File: src/rtl/router_out_buffer.sv
// router_out_buffer
//   Show-ahead output FIFO behind one router output port. Words that the
//   consumer leaves unread at the head for TIMEOUT cycles cause the whole
//   buffer to be flushed, so a stuck consumer cannot wedge the router.
//
// Ports
//   clk          single clock, rising edge
//   rst          asynchronous active-low reset, synchronous release
//   wr_valid     write strobe from the router (valid_out[n])
//   wr_data      write word from the router (data_out[n])
//   rd_ready     consumer accepts the head word
//   rd_valid     head word available
//   rd_data      head word (show-ahead), don't-care when rd_valid=0
//   full/empty   decoded from the registered occupancy
//   count        occupancy, 0..DEPTH
//   drop_pulse   one cycle, the cycle after a write was lost
//   flush_pulse  high for the single FLUSH cycle
//   drop_count   saturating count of lost writes
module router_out_buffer #(
  parameter int WIDTH   = 8,
  parameter int DEPTH   = 16,
  parameter int TIMEOUT = 30
) (
  input  logic                     clk,
  input  logic                     rst,
  input  logic                     wr_valid,
  input  logic [WIDTH-1:0]         wr_data,
  input  logic                     rd_ready,
  output logic                     rd_valid,
  output logic [WIDTH-1:0]         rd_data,
  output logic                     full,
  output logic                     empty,
  output logic [$clog2(DEPTH):0]   count,
  output logic                     drop_pulse,
  output logic                     flush_pulse,
  output logic [7:0]               drop_count
);

  localparam int PTR_W   = $clog2(DEPTH);
  localparam int CNT_W   = PTR_W + 1;
  localparam int STALL_W = $clog2(TIMEOUT + 1);

  typedef enum logic [1:0] {ST_EMPTY, ST_ACTIVE, ST_FLUSH} state_t;

  state_t                         state;
  logic [DEPTH-1:0][WIDTH-1:0]    mem;
  logic [PTR_W-1:0]               wr_ptr, rd_ptr;
  logic [STALL_W-1:0]             stall;
  logic [CNT_W-1:0]               count_nxt;
  logic                           push, pop, timeout;

  // Status is decoded from registers only; rd_ready/wr_valid never reach
  // full, empty or rd_valid.
  always_comb begin
    empty    = (count == '0);
    full     = (count == CNT_W'(DEPTH));
    rd_valid = !empty && (state != ST_FLUSH);
    rd_data  = mem[rd_ptr];
    pop      = rd_valid && rd_ready;
    // A pop frees a slot in the same edge, so a full FIFO still takes a write.
    push     = wr_valid && (state != ST_FLUSH) && (!full || pop);
    // Head has already sat unread for TIMEOUT-1 cycles and is not taken now.
    timeout  = (state == ST_ACTIVE) && !rd_ready && (stall == STALL_W'(TIMEOUT - 1));
    unique case ({push, pop})
      2'b10:   count_nxt = count + 1'b1;
      2'b01:   count_nxt = count - 1'b1;
      default: count_nxt = count;
    endcase
  end

  // Storage is not reset; only pointers and occupancy define validity.
  always_ff @(posedge clk) begin
    if (push) mem[wr_ptr] <= wr_data;
  end

  always_ff @(posedge clk or negedge rst) begin
    if (!rst) begin
      state       <= ST_EMPTY;
      wr_ptr      <= '0;
      rd_ptr      <= '0;
      count       <= '0;
      stall       <= '0;
      drop_count  <= '0;
      drop_pulse  <= 1'b0;
      flush_pulse <= 1'b0;
    end else begin
      drop_pulse  <= wr_valid && !push;
      flush_pulse <= 1'b0;
      if (wr_valid && !push && drop_count != 8'hFF)
        drop_count <= drop_count + 8'd1;

      if (state == ST_FLUSH) begin
        // Everything buffered is discarded; writes this cycle were dropped above.
        wr_ptr <= '0;
        rd_ptr <= '0;
        count  <= '0;
        stall  <= '0;
        state  <= ST_EMPTY;
      end else begin
        if (push) wr_ptr <= wr_ptr + 1'b1;
        if (pop)  rd_ptr <= rd_ptr + 1'b1;
        count <= count_nxt;
        if (timeout) begin
          state       <= ST_FLUSH;
          flush_pulse <= 1'b1;
          stall       <= '0;
        end else begin
          // ACTIVE exactly when something is buffered.
          state <= (count_nxt == '0) ? ST_EMPTY : ST_ACTIVE;
          if (pop || state == ST_EMPTY)
            stall <= '0;
          else if (rd_valid && !rd_ready)
            stall <= stall + 1'b1;
        end
      end
    end
  end

endmodule
File: config.mk
export PLATFORM = sky130hd
export DESIGN_NAME = router_out_buffer
export DESIGN_NICKNAME = d
export VERILOG_FILES = /design/src/rtl/router_out_buffer.sv
export SDC_FILE = /design/constraint.sdc
export NUM_CORES = 1
export LEC_CHECK = 0
export CAP_MARGIN = 0
export CORE_MARGIN = 1
export CORE_UTILIZATION = 45
export CTS_BUF_LIST = sky130_fd_sc_hd__clkbuf_4 sky130_fd_sc_hd__clkbuf_8 sky130_fd_sc_hd__clkbuf_16
export CTS_CLUSTER_DIAMETER = 150
export DETAILED_ROUTE_END_ITERATION = 10
export HOLD_SLACK_MARGIN = 0.06
export PLACE_DENSITY = 0.66
export SYNTH_ARGS = -nofsm -noshare
export SYNTH_HDL_FRONTEND = slang
export SYNTH_SLANG_ARGS = --single-unit
File: constraint.sdc
create_clock -name clk -period 4 [get_ports clk]
set_clock_uncertainty 0.05 [all_clocks]
set_input_delay 0.8 -clock clk [delete_from_list [all_inputs] [get_ports clk]]
set_output_delay 0.8 -clock clk [all_outputs]
set_load 0.02 [all_outputs]
-- After elaboration in Yosys (flattened, before gate mapping)
Cells that the tools add are included.
W data, S select, Z words.
- output and inout port bits: 26
- register bits: 158
- logic and storage cells: 83
- input bits: 12
- add/sub/neg operators: 6
- reductions and logical operators: 22
- magnitude comparators: 3
- equality and inequality tests: 8
- muxes and demuxes: 20
- operators by type and width (operator ; number):
    $bwmux W128 ; 1
    $bmux W8 S4 ; 1
    $demux W8 S4 ; 1
    $mux W5 ; 5
    $mux W4 ; 4
    $mux W8 ; 2
    $add A5 B1 Y5 const B ; 2
    $eq A5 B5 Y1 const B ; 2
    $logic_and A1 B1 Y1 ; 10
    $logic_not A5 Y1 ; 2
    $lt A4 B5 Y1 const B ; 2
    $pmux W5 S2 ; 1
    $add A4 B1 Y4 const B ; 2
    $add A8 B1 Y8 const B ; 1
    $ne A8 B8 Y1 const B ; 1
    $sub A5 B1 Y5 const B ; 1
    $eq A2 B1 Y1 const B ; 2
    $eq A2 B2 Y1 const B ; 2
    $ge A4 B1 Y1 const B ; 1
    $logic_not A1 Y1 ; 4
    $mux W2 ; 2
    $reduce_bool A2 Y1 ; 2
    $reduce_bool A4 Y1 ; 1
    $mux W1 ; 3
    3 further kinds ; 4

-- Depth between registers and ports, before layout
Gate-level depths: netlist (run 1).
- depth after elaboration: 12
- mapped depth: 13
- depth with buffers taken out: 11

-- Worst setup path before layout (run 1)
No wires, ideal clock.
- path kind: input to register
- start point: in rd_ready
- end point: reg state[0]
- stages: 12
- arrival time: 3189 ps
- setup time: 142 ps
- data required time: 3808 ps
- path buffers: 1
- setup slack: 619 ps
- cells stage by stage: inv_1 -> a311oi_1 -> inv_1 -> ha_1 -> clkbuf_1 -> xor2_1 -> ha_1 -> a21oi_1 -> nor4b_1 -> a41oi_1 -> xnor2_1 -> a41oi_1
- longest elaborated chain between the ends: 9
- elaborated cells between the ends (all ways): 13
- those cells by class: eq/ne (2); mux (4); reduce/logical (7)
- ends and longest elaborated chain (item ; line ; RTL):
    from (decl) ; 28 ; input logic rd_ready,
    $logic_and A1 B1 Y1 ; 59 ; pop = rd_valid && rd_ready;
    $logic_or A1 B1 Y1 ; 61 ; push = wr_valid && (state != ST_FLUSH) && (!full || pop);
    $logic_and A1 B1 Y1 ; 61 ;
    $eq A2 B1 Y1 / $eq A2 B2 Y1 (equally long branches) ; 64 ; unique case ({push, pop})
    $pmux W5 S2 ; 64 ;
    $logic_not A5 Y1 ; 109 ; state <= (count_nxt == '0) ? ST_EMPTY : ST_ACTIVE;
    $mux W1 ; 109 ;
    $mux W2 (*) ; 103 ; if (timeout) begin
    $mux W2 (*) ; 92 ; if (state == ST_FLUSH) begin
    to (signal assigned) ; 109 ;
    to (decl) ; 45 ; state_t state;
Every way passes the cells marked *; elsewhere a longest branch is shown, timed or not.
A chain may end at the register's enable or synchronous reset.

-- Final worst setup path (run 1)
- start point: reg rd_ptr[0]
- end point: out rd_data[4]
- longest elaborated chain between the ends: 2
- ends and longest elaborated chain (item ; line ; RTL):
    from (decl) ; 47 ; logic [PTR_W-1:0] wr_ptr, rd_ptr;
    from (signal assigned) ; 101 ; if (pop) rd_ptr <= rd_ptr + 1'b1;
    $bmux W8 S4 ; 58 ; rd_data = mem[rd_ptr];
    $mux W8 (implied by the code) ; 58 ;
    to (decl) ; 30 ; output logic [WIDTH-1:0] rd_data,
Every way passes these cells. The select of a mux whose other input is x is not followed.

==> run_summary.xml, run 1 <==
<?xml version="1.0" encoding="UTF-8"?>
<metrics>
  <group name="drt">
    <metric name="avgViaCountPerCell" unit="">5.55</metric>
    <metric name="met3_layer_wire_length_in_the_routed_design" unit="µm">559</metric>
    <metric name="met2RoutedLength" unit="mm">6.36</metric>
    <metric name="route.layer.met1.wl" unit="mm">5.43</metric>
    <metric name="maxUsedRoutingLayer" unit="">met5</metric>
    <metric name="routedWlPerCell" unit="µm">20.1</metric>
    <metric name="antenna_violating_nets_remaining" unit="">0</metric>
    <metric name="finalWirelength" unit="mm">12.5</metric>
    <metric name="vias" unit="">3464</metric>
    <metric name="drtPass1Iterations" unit="">4</metric>
    <metric name="drt_iter0_drc" unit="">340</metric>
    <metric name="drt_drc_violations_left" unit="">0</metric>
  </group>
  <group name="final_layout">
    <metric name="antennaDiodeCount" unit="">0</metric>
    <metric name="areaGrowthSynthToFinish" unit="%">20.6</metric>
    <metric name="mostFrequentLayoutCell" unit="">edfxtp_1</metric>
    <metric name="layout.cells.most_common_list" unit="">128 x edfxtp_1, 40 x mux4_2, 37 x clkdlybuf4s50_1</metric>
    <metric name="layout.cells.non_filler" unit="">624</metric>
    <metric name="post_route_cells_drive_above_1_share" unit="%">22.7</metric>
    <metric name="final_nets" unit="">457</metric>
    <metric name="filler_cell_count" unit="">1086</metric>
  </group>
  <group name="global_route">
    <metric name="first_global_vias" unit="">3617</metric>
    <metric name="grt_max_degree" unit="">36</metric>
    <metric name="gr-usage-all-layers" unit="%">18.8</metric>
    <metric name="initial_antenna_violation_count" unit="">1</metric>
    <metric name="grt.overflow.total" unit="">0</metric>
    <metric name="global_route_wire_length_before_repair" unit="mm">19.9</metric>
  </group>
  <group name="critical_path">
    <metric name="worst_setup_path_end_kind" unit="">output port</metric>
    <metric name="reg2reg_slack" unit="ns">1.05</metric>
    <metric name="cp-start-kind" unit="">register</metric>
    <metric name="critical_path_peak_fanout" unit="">14</metric>
    <metric name="crit_type" unit="">reg2out</metric>
    <metric name="worst-r2r-cell-count" unit="">11</metric>
    <metric name="critPathRequiredTime" unit="ns">3.15</metric>
    <metric name="reg2reg_from" unit="">count[2]</metric>
    <metric name="r2r_end" unit="">state[0]</metric>
    <metric name="critical_path_arrival" unit="ns">2.89</metric>
  </group>
  <group name="worst_hold_path">
    <metric name="capture_endpoint_of_the_worst_hold_path" unit="">drop_count[6]</metric>
    <metric name="hp-start" unit="">drop_count[6]</metric>
    <metric name="hold_path_class" unit="">reg2reg</metric>
    <metric name="min_delay_path_depth" unit="">1</metric>
  </group>
  <group name="synth">
    <metric name="synth_xor_area_share" unit="%">2.15</metric>
    <metric name="yosys.area_share.adder" unit="%">2.11</metric>
    <metric name="synthCells" unit="">368</metric>
    <metric name="postSynth.asyncResetShare" unit="%">18.5</metric>
    <metric name="yosys_warnings" unit="">0</metric>
    <metric name="synthFlopType" unit="">edfxtp_1</metric>
    <metric name="synth-edff-count" unit="">128</metric>
    <metric name="multiplexer_share_of_the_synthesized_area" unit="%">14.3</metric>
    <metric name="synthDistinctLibCells" unit="">43</metric>
    <metric name="sequential_cell_area_fraction_in_the_yosys_report" unit="%">70.1</metric>
    <metric name="biggest_area_consumer_among_synthesized_cells" unit="">edfxtp_1</metric>
    <metric name="netlist_area_pre_place" unit="mm²">0.00651</metric>
    <metric name="yosys.area_share.simple" unit="%">6.43</metric>
    <metric name="top_area_cells_in_the_synthesized_netlist" unit="">edfxtp_1 59%, mux4_2 14%, dfrtp_1 11%, ha_1 2.1%, nor2_1 1.7%</metric>
    <metric name="syn-num-nets" unit="">391</metric>
    <metric name="combinational_family_with_the_most_area_after_synthesis" unit="">multiplexers</metric>
    <metric name="synth_compound_area_share" unit="%">3.13</metric>
    <metric name="post_synth.cell_area_avg" unit="µm²">17.7</metric>
    <metric name="yosys_register_bits" unit="">157</metric>
    <metric name="yosysTopAreaCellShare" unit="%">59.0</metric>
  </group>
  <group name="placement">
    <metric name="port_buffers" unit="">37</metric>
    <metric name="detailed_place_hpwl" unit="mm">8.32</metric>
    <metric name="gpl.final_weighted_congestion" unit="">0.835</metric>
    <metric name="dp_cells" unit="">595</metric>
  </group>
  <group name="timing">
    <metric name="grt_setup_unrepaired" unit="">no</metric>
    <metric name="clock.fmax" unit="MHz">267</metric>
    <metric name="setup_viol" unit="">0</metric>
    <metric name="period_minus_slack" unit="ns">3.74</metric>
    <metric name="slew-limit-headroom" unit="%">27.4</metric>
    <metric name="hold_violations" unit="">0</metric>
    <metric name="tightest_slew" unit="ns">1.09</metric>
    <metric name="finalCritPeriodShare" unit="%">93.6</metric>
    <metric name="timing.final.max_slew_violations" unit="">0</metric>
    <metric name="setup-tns-final" unit="ns">0</metric>
  </group>
  <group name="cts">
    <metric name="post_cts.repair.setup_buffers" unit="">0</metric>
    <metric name="worst_skew_pair.late_latency" unit="ns">0.42</metric>
    <metric name="cts-root-to-sink-buffers" unit="">2</metric>
    <metric name="ctsResizeCount" unit="">0</metric>
    <metric name="tritoncts" unit="">yes</metric>
    <metric name="clk_pin_slew" unit="ns">0.06</metric>
    <metric name="clock_h_tree_levels" unit="">4</metric>
    <metric name="holdBufCountCts" unit="">0</metric>
    <metric name="tritoncts_num_sinks" unit="">157</metric>
    <metric name="clk_root_buffer_cell" unit="">clkbuf_16</metric>
    <metric name="numCtsBuffers" unit="">17</metric>
  </group>
  <group name="floorplan">
    <metric name="design.core.area" unit="mm²">0.0140</metric>
    <metric name="rows" unit="">43</metric>
    <metric name="start_util" unit="%">46.6</metric>
    <metric name="fp.dieW" unit="µm">122</metric>
    <metric name="ioPinCount" unit="">38</metric>
    <metric name="design.die.area" unit="mm²">0.0150</metric>
    <metric name="die_span_y" unit="µm">122</metric>
  </group>
  <group name="job">
    <metric name="max_cap_viol_count" unit="">0</metric>
  </group>
  <group name="power_and_ir_drop">
    <metric name="power.static_leakage" unit="nW">2.74</metric>
    <metric name="ir_drop" unit="µV">404</metric>
    <metric name="power-per-cell-area" unit="mW/mm²">704</metric>
  </group>
  <group name="status">
    <metric name="run_status" unit="">completed</metric>
  </group>
</metrics>
logic make-up after synthesis:
group,after synthesis
AO/OA/AOI/OAI,31
XOR/XNOR,16
adder cells (fa/ha/maj),11
buffers and inverters,26
flip-flops,157
multiplexers,43
AND/OR/NAND/NOR,84
power breakdown:
part           internal [mW]  total (mW)  switching (mW)
clock network           1.03        1.64           0.609
registers               1.97        2.23           0.253
logic                  0.888        1.67           0.779
total                   3.89        5.53            1.64
state kept, by name, indices dropped and copies added, names as in the netlist:
signal,flops
count,5
drop_count,8
drop_pulse,1
flush_pulse,1
mem,128
rd_ptr,4
stall,5
state,1
wr_ptr,4
worst max-delay path, stage by stage (launching register included):
cell and delay [ns]:
dfrtp_2 0.66, buf_12 0.23, mux4_2 0.53, mux4_2 0.48, clkdlybuf4s50_1 0.55
how the worst max path moves through the flow:
stage / from / to / cells past startpoint
finish: rd_ptr[0] / rd_data[4] / 4
global route: rd_ptr[0] / rd_data[2] / 4
CTS: rd_ptr[0] / rd_data[4] / 4
detailed placement: rd_ready / state[0] / 12
global placement: rd_ready / state[0] / 12
floorplan: rd_ready / state[0] / 12
metrics by stage:
step | total power [mW] | hold slack, ns | util, % | area [µm²] | setup slack (ns)
final | 5.53 | 0.446 | 56.2 | 7860 | 0.255
after global routing | 5.79 | 0.469 | 56.2 | 7860 | 0.137
after CTS | 5.59 | 0.455 | 56.2 | 7860 | 0.193
after detailed placement | 3.95 | 0.437 | 51.9 | 7260 | 0.233
after global placement | 3.91 | 0.431 | 51.9 | 7260 | 0.381
after floorplan | 3.32 | 0.454 | - | 6510 | 0.619
metal layers:
metal  vias to the layer above  GRT usage, %
li1                       1579             -
met1                      1771          23.9
met2                        95          30.5
met3                        17          5.07
met4                         2          7.62
met5                         -             0
cell usage after synthesis (all sizes together) (2+ instances only):
cell and n:
mux4 40, buf 9, a21oi 7, inv 9
edfxtp 128, a311oi 2, ha 11, o31ai 2
nor3b 2, xnor2 10, mux2i 2, and3 4
nor2b 3, o21ai 10, nand2 17, nor3 5
a41oi 2, nand3 8, clkbuf 8, a211oi 2
and2 2, nand2b 3, xor2 6, dfrtp 29
nor2 30, a31oi 2, nand4 4
layout make-up:
cell class,count,area (µm²),area share [%]
multi-input cells,185,1830,23.3
flip-flops and latches,157,4570,58.2
well taps,180,225,2.87
repair buffers,64,598,7.61
clock inverters,12,173,2.20
inverters,9,33.8,0.430
clock buffers,17,425,5.41
No activity file was read; power rests on OpenSTA's default activity.
==> run 2, diff against run 1 <==
--- a/config.mk
+++ b/config.mk
@@ -5,7 +5,7 @@
 export SDC_FILE = /design/constraint.sdc
 export NUM_CORES = 1
 export LEC_CHECK = 0
-export CAP_MARGIN = 0
+export CAP_MARGIN = 40
 export CORE_MARGIN = 1
 export CORE_UTILIZATION = 45
 export CTS_BUF_LIST = sky130_fd_sc_hd__clkbuf_4 sky130_fd_sc_hd__clkbuf_8 sky130_fd_sc_hd__clkbuf_16
==> run 2 against run 1 <==
Via count increased by 1.3%. Hold slack about the same. Critical path depth unchanged. Global-route usage increased by 0.33 points. Non-clock buffer count increased by 1. Largest power group unchanged. Die area unchanged. Clock power increased by 7%. Total power increased by 2.3%. Cell count increased by 0.64%. Critical endpoint is now rd_data[5]. Wire length increased by 0.97%.
==> run_summary.xml, run 2 (synthesis gave the netlist of run 1 again) <==
<?xml version="1.0" encoding="UTF-8"?>
<metrics>
  <group name="global_route">
    <metric name="grtUsageMet3" unit="%">4.79</metric>
    <metric name="grt.met1_usage" unit="%">25.4</metric>
    <metric name="grt.overflow.total" unit="">0</metric>
    <metric name="grt_max_degree" unit="">36</metric>
    <metric name="grt-busiest-layer" unit="">met2</metric>
    <metric name="initial_antenna_violation_count" unit="">1</metric>
    <metric name="first_global_vias" unit="">3579</metric>
    <metric name="global_route_wire_length_before_repair" unit="mm">20.2</metric>
    <metric name="gr-usage-all-layers" unit="%">19.1</metric>
    <metric name="grtUsageMet2" unit="%">30.3</metric>
  </group>
  <group name="cts">
    <metric name="worst_skew_pair.late_latency" unit="ns">0.42</metric>
    <metric name="clk_pin_slew" unit="ns">0.06</metric>
    <metric name="ctsResizeCount" unit="">0</metric>
    <metric name="cts-root-to-sink-buffers" unit="">2</metric>
    <metric name="clk_root_buffer_cell" unit="">clkbuf_16</metric>
    <metric name="clock_h_tree_levels" unit="">4</metric>
    <metric name="post_cts.repair.setup_buffers" unit="">0</metric>
    <metric name="holdBufCountCts" unit="">0</metric>
    <metric name="tritoncts_num_sinks" unit="">157</metric>
    <metric name="numCtsBuffers" unit="">17</metric>
    <metric name="tritoncts" unit="">yes</metric>
  </group>
  <group name="drt">
    <metric name="finalWirelength" unit="mm">12.7</metric>
    <metric name="drtPass1Iterations" unit="">4</metric>
    <metric name="avgViaCountPerCell" unit="">5.59</metric>
    <metric name="routedWlPerCell" unit="µm">20.2</metric>
    <metric name="drt_drc_violations_left" unit="">0</metric>
    <metric name="vias" unit="">3510</metric>
    <metric name="antenna_violating_nets_remaining" unit="">0</metric>
    <metric name="drt_iter0_drc" unit="">231</metric>
  </group>
  <group name="power_and_ir_drop">
    <metric name="ir_drop" unit="µV">292</metric>
    <metric name="power.static_leakage" unit="nW">2.78</metric>
    <metric name="power-per-cell-area" unit="mW/mm²">713</metric>
  </group>
  <group name="critical_path">
    <metric name="critical_path_arrival" unit="ns">2.89</metric>
    <metric name="cpLargestDelayFamily" unit="">multiplexers</metric>
    <metric name="worst-r2r-cell-count" unit="">11</metric>
    <metric name="cp-start-kind" unit="">register</metric>
    <metric name="critical_path.most_common_cell" unit="">mux4_2</metric>
    <metric name="critical_path_peak_fanout" unit="">12</metric>
    <metric name="r2r_end" unit="">state[0]</metric>
    <metric name="crit_buf_inv" unit="">2</metric>
    <metric name="cpMaxStageDelayCell" unit="">dfrtp_2</metric>
    <metric name="reg2reg_slack" unit="ns">1.00</metric>
    <metric name="reg2reg_from" unit="">count[2]</metric>
    <metric name="worst_setup_path_end_kind" unit="">output port</metric>
    <metric name="crit_path_cell_trace" unit="">buf_12, mux4_2, mux4_2, clkdlybuf4s50_1</metric>
    <metric name="critical_path.max_stage_delay" unit="ns">0.66</metric>
    <metric name="critPathRequiredTime" unit="ns">3.15</metric>
    <metric name="crit_type" unit="">reg2out</metric>
  </group>
  <group name="timing">
    <metric name="setup-tns-final" unit="ns">0</metric>
    <metric name="tightest_slew" unit="ns">0.704</metric>
    <metric name="timing.final.max_slew_violations" unit="">0</metric>
    <metric name="slew-limit-headroom" unit="%">53.1</metric>
    <metric name="setup_viol" unit="">0</metric>
    <metric name="period_minus_slack" unit="ns">3.74</metric>
    <metric name="final.hold.worst_slack" unit="ns">0.447</metric>
    <metric name="finalCritPeriodShare" unit="%">93.4</metric>
    <metric name="clock.fmax" unit="MHz">268</metric>
    <metric name="hold_violations" unit="">0</metric>
    <metric name="grt_setup_unrepaired" unit="">no</metric>
  </group>
  <group name="placement">
    <metric name="port_buffers" unit="">37</metric>
    <metric name="gpl.final_weighted_congestion" unit="">0.835</metric>
    <metric name="detailed_place_hpwl" unit="mm">8.39</metric>
  </group>
  <group name="final_layout">
    <metric name="top_register" unit="">mem</metric>
    <metric name="post_route_cells_drive_above_1_share" unit="%">23.9</metric>
    <metric name="largest_reg_flops" unit="">128</metric>
    <metric name="antennaDiodeCount" unit="">0</metric>
    <metric name="final_nets" unit="">458</metric>
    <metric name="areaGrowthSynthToFinish" unit="%">21.8</metric>
    <metric name="layout.cells.most_common_list" unit="">128 x edfxtp_1, 40 x mux4_2, 37 x clkdlybuf4s50_1</metric>
    <metric name="seqCellArea" unit="mm²">0.00457</metric>
    <metric name="mostFrequentLayoutCell" unit="">edfxtp_1</metric>
    <metric name="filler_cell_count" unit="">1065</metric>
    <metric name="multi_input_comb_area" unit="mm²">0.00183</metric>
    <metric name="largest_registers" unit="">mem x128, drop_count x8</metric>
  </group>
  <group name="worst_hold_path">
    <metric name="min_delay_path_depth" unit="">1</metric>
    <metric name="hp-start" unit="">drop_count[6]</metric>
    <metric name="hold_path_class" unit="">reg2reg</metric>
    <metric name="capture_endpoint_of_the_worst_hold_path" unit="">drop_count[6]</metric>
  </group>
  <group name="floorplan">
    <metric name="start_util" unit="%">46.6</metric>
    <metric name="die_span_y" unit="µm">122</metric>
    <metric name="ioPinCount" unit="">38</metric>
    <metric name="fp.dieW" unit="µm">122</metric>
    <metric name="rows" unit="">43</metric>
    <metric name="design.core.area" unit="mm²">0.0140</metric>
    <metric name="design.die.area" unit="mm²">0.0150</metric>
  </group>
  <group name="status">
    <metric name="run_status" unit="">completed</metric>
  </group>
  <group name="job">
    <metric name="max_cap_viol_count" unit="">0</metric>
  </group>
</metrics>
-- run 2: per-stage QoR --
stage | cells | setup WS, ns | util (%) | area [µm²] | total power [mW]
floorplan | 368 | 0.619 | - | 6510 | 3.32
global placement | 595 | 0.381 | 51.9 | 7260 | 3.91
detailed placement | 596 | 0.257 | 52.0 | 7280 | 3.95
CTS | 628 | 0.206 | 56.7 | 7940 | 5.72
global route | 628 | 0.143 | 56.7 | 7940 | 5.93
finish | 628 | 0.265 | 56.7 | 7940 | 5.66
-- run 2: worst max-delay path by stage --
stage / cells after the start / slack (ns) / end / start
after floorplan: 12 / 0.62 / state[0] / rd_ready
after global placement: 12 / 0.38 / state[0] / rd_ready
after detailed placement: 12 / 0.26 / state[0] / rd_ready
after CTS: 4 / 0.21 / rd_data[0] / rd_ptr[0]
after global routing: 4 / 0.14 / rd_data[5] / rd_ptr[0]
final: 4 / 0.26 / rd_data[5] / rd_ptr[0]
-- run 2: layer usage --
layer,vias up,wire length [µm],part of all wire (%)
li1,1585,-,-
met1,1847,5560,44
met2,63,6500,51
met3,13,451,3.6
met4,2,127,1.0
met5,-,13,0.10
-- run 2: cell type report --
| cell class | instances | share of cell area (%) |
|---|---|---|
| Tap cell | 180 | 2.84 |
| Timing Repair Buffer | 65 | 7.73 |
| Sequential cell | 157 | 57.6 |
| Multi-Input combinational cell | 185 | 23.1 |
| Clock inverter | 11 | 2.41 |
| Clock buffer | 21 | 5.90 |
| Inverter | 9 | 0.426 |
-- run 2: power breakdown --
part	internal (mW)	switching, mW
sequential	1.97	0.254
clock	1.15	0.610
combinational	0.889	0.778
==> run 3, diff against run 2 <==
--- a/config.mk
+++ b/config.mk
@@ -5,7 +5,7 @@
 export SDC_FILE = /design/constraint.sdc
 export NUM_CORES = 1
 export LEC_CHECK = 0
-export CAP_MARGIN = 40
+export CAP_MARGIN = 20
 export CORE_MARGIN = 1
 export CORE_UTILIZATION = 45
 export CTS_BUF_LIST = sky130_fd_sc_hd__clkbuf_4 sky130_fd_sc_hd__clkbuf_8 sky130_fd_sc_hd__clkbuf_16
@@ -13,6 +13,7 @@
 export DETAILED_ROUTE_END_ITERATION = 10
 export HOLD_SLACK_MARGIN = 0.06
 export PLACE_DENSITY = 0.66
+export SKIP_CTS_REPAIR_TIMING = 1
 export SYNTH_ARGS = -nofsm -noshare
 export SYNTH_HDL_FRONTEND = slang
 export SYNTH_SLANG_ARGS = --single-unit
==> constraint.sdc (replaced) <==
create_clock -name clk -period 4 [get_ports clk]
set_clock_uncertainty 0.05 [all_clocks]
set_input_delay 0.6 -clock clk [delete_from_list [all_inputs] [get_ports clk]]
set_output_delay 0.6 -clock clk [all_outputs]
set_load 0.02 [all_outputs]
==> run 3 against run 2 <==
Die area unchanged. Cell area is 0.99% lower. Hold slack improved by 0.015 ns. Cell count shrank 0.80%. Global-route usage is 0.82 points lower. Register-to-register slack worse by 0.17 ns. Flip-flop and latch count unchanged. Utilization is 0.56 points lower. Critical path type unchanged. Largest power group unchanged. Critical path depth stayed put. Clock-buffer cell count shrank 4. Sequential power hardly changed.
==> run_summary.xml, run 3 (synthesis gave the netlist of run 1 again) <==
<?xml version="1.0" encoding="UTF-8"?>
<metrics>
  <group name="global_route">
    <metric name="first_global_vias" unit="">3487</metric>
    <metric name="global_route_wire_length_before_repair" unit="mm">19.5</metric>
    <metric name="gr-usage-all-layers" unit="%">18.3</metric>
    <metric name="initial_antenna_violation_count" unit="">0</metric>
    <metric name="grt.met1_usage" unit="%">23.7</metric>
    <metric name="grt.overflow.total" unit="">0</metric>
    <metric name="grtUsageMet3" unit="%">4.65</metric>
    <metric name="grt_max_degree" unit="">35</metric>
    <metric name="grt-busiest-layer" unit="">met2</metric>
    <metric name="grtUsageMet2" unit="%">29.8</metric>
  </group>
  <group name="placement">
    <metric name="placed_instance_area" unit="mm²">0.00723</metric>
    <metric name="post-place-ws" unit="ns">0.487</metric>
    <metric name="detailed_place_hpwl" unit="mm">8.09</metric>
    <metric name="dp_cells" unit="">591</metric>
    <metric name="port_buffers" unit="">37</metric>
    <metric name="gpl.final_weighted_congestion" unit="">0.858</metric>
  </group>
  <group name="critical_path">
    <metric name="critPathRequiredTime" unit="ns">3.35</metric>
    <metric name="r2r_end" unit="">state[0]</metric>
    <metric name="worst_setup_path_end_kind" unit="">output port</metric>
    <metric name="worst-r2r-cell-count" unit="">11</metric>
    <metric name="crit_type" unit="">reg2out</metric>
    <metric name="reg2reg_from" unit="">state[0]</metric>
    <metric name="critical_path_arrival" unit="ns">2.81</metric>
    <metric name="reg2reg_slack" unit="ns">0.83</metric>
    <metric name="cp-start-kind" unit="">register</metric>
    <metric name="critical_path_peak_fanout" unit="">24</metric>
  </group>
  <group name="cts">
    <metric name="tritoncts_num_sinks" unit="">157</metric>
    <metric name="worst_skew_pair.late_latency" unit="ns">0.42</metric>
    <metric name="clk_pin_slew" unit="ns">0.06</metric>
    <metric name="numCtsBuffers" unit="">17</metric>
    <metric name="clk_root_buffer_cell" unit="">clkbuf_16</metric>
    <metric name="clock_h_tree_levels" unit="">4</metric>
    <metric name="tritoncts" unit="">yes</metric>
    <metric name="cts-root-to-sink-buffers" unit="">2</metric>
  </group>
  <group name="final_layout">
    <metric name="largest_registers" unit="">mem x128, drop_count x8</metric>
    <metric name="finish.utilization" unit="%">56.2</metric>
    <metric name="areaGrowthSynthToFinish" unit="%">20.6</metric>
    <metric name="layout.cells.most_common_list" unit="">128 x edfxtp_1, 40 x mux4_2, 37 x clkdlybuf4s50_1</metric>
    <metric name="finalInstanceArea" unit="mm²">0.00786</metric>
    <metric name="antennaDiodeCount" unit="">0</metric>
    <metric name="post_route_cells_drive_above_1_share" unit="%">23.0</metric>
    <metric name="mostFrequentLayoutCell" unit="">edfxtp_1</metric>
    <metric name="largest_reg_flops" unit="">128</metric>
    <metric name="filler_cell_count" unit="">1089</metric>
    <metric name="top_register" unit="">mem</metric>
    <metric name="layout.cells.non_filler" unit="">623</metric>
    <metric name="final_nets" unit="">453</metric>
  </group>
  <group name="floorplan">
    <metric name="ioPinCount" unit="">38</metric>
    <metric name="fp.dieW" unit="µm">122</metric>
    <metric name="design.core.area" unit="mm²">0.0140</metric>
    <metric name="design.die.area" unit="mm²">0.0150</metric>
    <metric name="die_span_y" unit="µm">122</metric>
    <metric name="start_util" unit="%">46.6</metric>
    <metric name="rows" unit="">43</metric>
  </group>
  <group name="timing">
    <metric name="setup-tns-final" unit="ns">0</metric>
    <metric name="period_minus_slack" unit="ns">3.46</metric>
    <metric name="slew-limit-headroom" unit="%">51.9</metric>
    <metric name="setup_viol" unit="">0</metric>
    <metric name="finalWorstSetupSlack" unit="ns">0.543</metric>
    <metric name="tightest_slew" unit="ns">0.722</metric>
    <metric name="final.hold.worst_slack" unit="ns">0.462</metric>
    <metric name="timing.final.max_slew_violations" unit="">0</metric>
    <metric name="hold_violations" unit="">0</metric>
    <metric name="grt_setup_unrepaired" unit="">no</metric>
    <metric name="clock.fmax" unit="MHz">289</metric>
    <metric name="finalCritPeriodShare" unit="%">86.4</metric>
  </group>
  <group name="drt">
    <metric name="routedWlPerCell" unit="µm">19.8</metric>
    <metric name="vias" unit="">3424</metric>
    <metric name="avgViaCountPerCell" unit="">5.50</metric>
    <metric name="drt_drc_violations_left" unit="">0</metric>
    <metric name="antenna_violating_nets_remaining" unit="">0</metric>
    <metric name="drt_iter0_drc" unit="">299</metric>
    <metric name="finalWirelength" unit="mm">12.3</metric>
    <metric name="drtPass1Iterations" unit="">4</metric>
  </group>
  <group name="worst_hold_path">
    <metric name="capture_endpoint_of_the_worst_hold_path" unit="">drop_count[2]</metric>
    <metric name="hp-start" unit="">drop_count[2]</metric>
    <metric name="min_delay_path_depth" unit="">1</metric>
    <metric name="hold_path_class" unit="">reg2reg</metric>
  </group>
  <group name="power_and_ir_drop">
    <metric name="ir_drop" unit="µV">330</metric>
    <metric name="power.static_leakage" unit="nW">2.74</metric>
    <metric name="power-per-cell-area" unit="mW/mm²">707</metric>
    <metric name="power" unit="mW">5.55</metric>
  </group>
  <group name="job">
    <metric name="max_cap_viol_count" unit="">0</metric>
  </group>
  <group name="status">
    <metric name="run_status" unit="">completed</metric>
  </group>
</metrics>
## run 3: layout make-up
class	instances	area (µm²)	share of cell area [%]
Sequential cell	157	4570	58.2
Tap cell	180	225	2.87
Inverter	9	33.8	0.430
Clock inverter	15	200	2.55
Multi-Input combinational cell	185	1830	23.3
Timing Repair Buffer	60	568	7.23
Clock buffer	17	425	5.41
## run 3: worst max-delay path by stage
stage | to | slack [ns] | start
after floorplan | state[0] | 0.76 | count[1]
after global placement | state[0] | 0.61 | rd_ready
final | rd_data[6] | 0.54 | rd_ptr[1]
after detailed placement | state[0] | 0.49 | rd_ready
after CTS | rd_data[6] | 0.50 | rd_ptr[1]
after global routing | rd_data[6] | 0.44 | rd_ptr[1]
## run 3: critical path, cell delays in order, from the launching register on
cell and delay [ns]:
dfrtp_1 0.70, buf_12 0.27, mux4_2 0.34, mux4_2 0.51
clkdlybuf4s50_1 0.56
## run 3: routing by layer
| metal | wire [µm] | vias to the layer above |
|---|---|---|
| met5 | 0 | - |
| met4 | 139 | 0 |
| met3 | 463 | 11 |
| met2 | 6260 | 70 |
| met1 | 5480 | 1763 |
| li1 | - | 1580 |
## run 3: power by group
group / leakage (nW) / switching (mW) / internal (mW)
registers: 1.52 / 0.245 / 1.97
logic: 0.912 / 0.777 / 0.872
clock network: 0.307 / 0.681 / 1.01
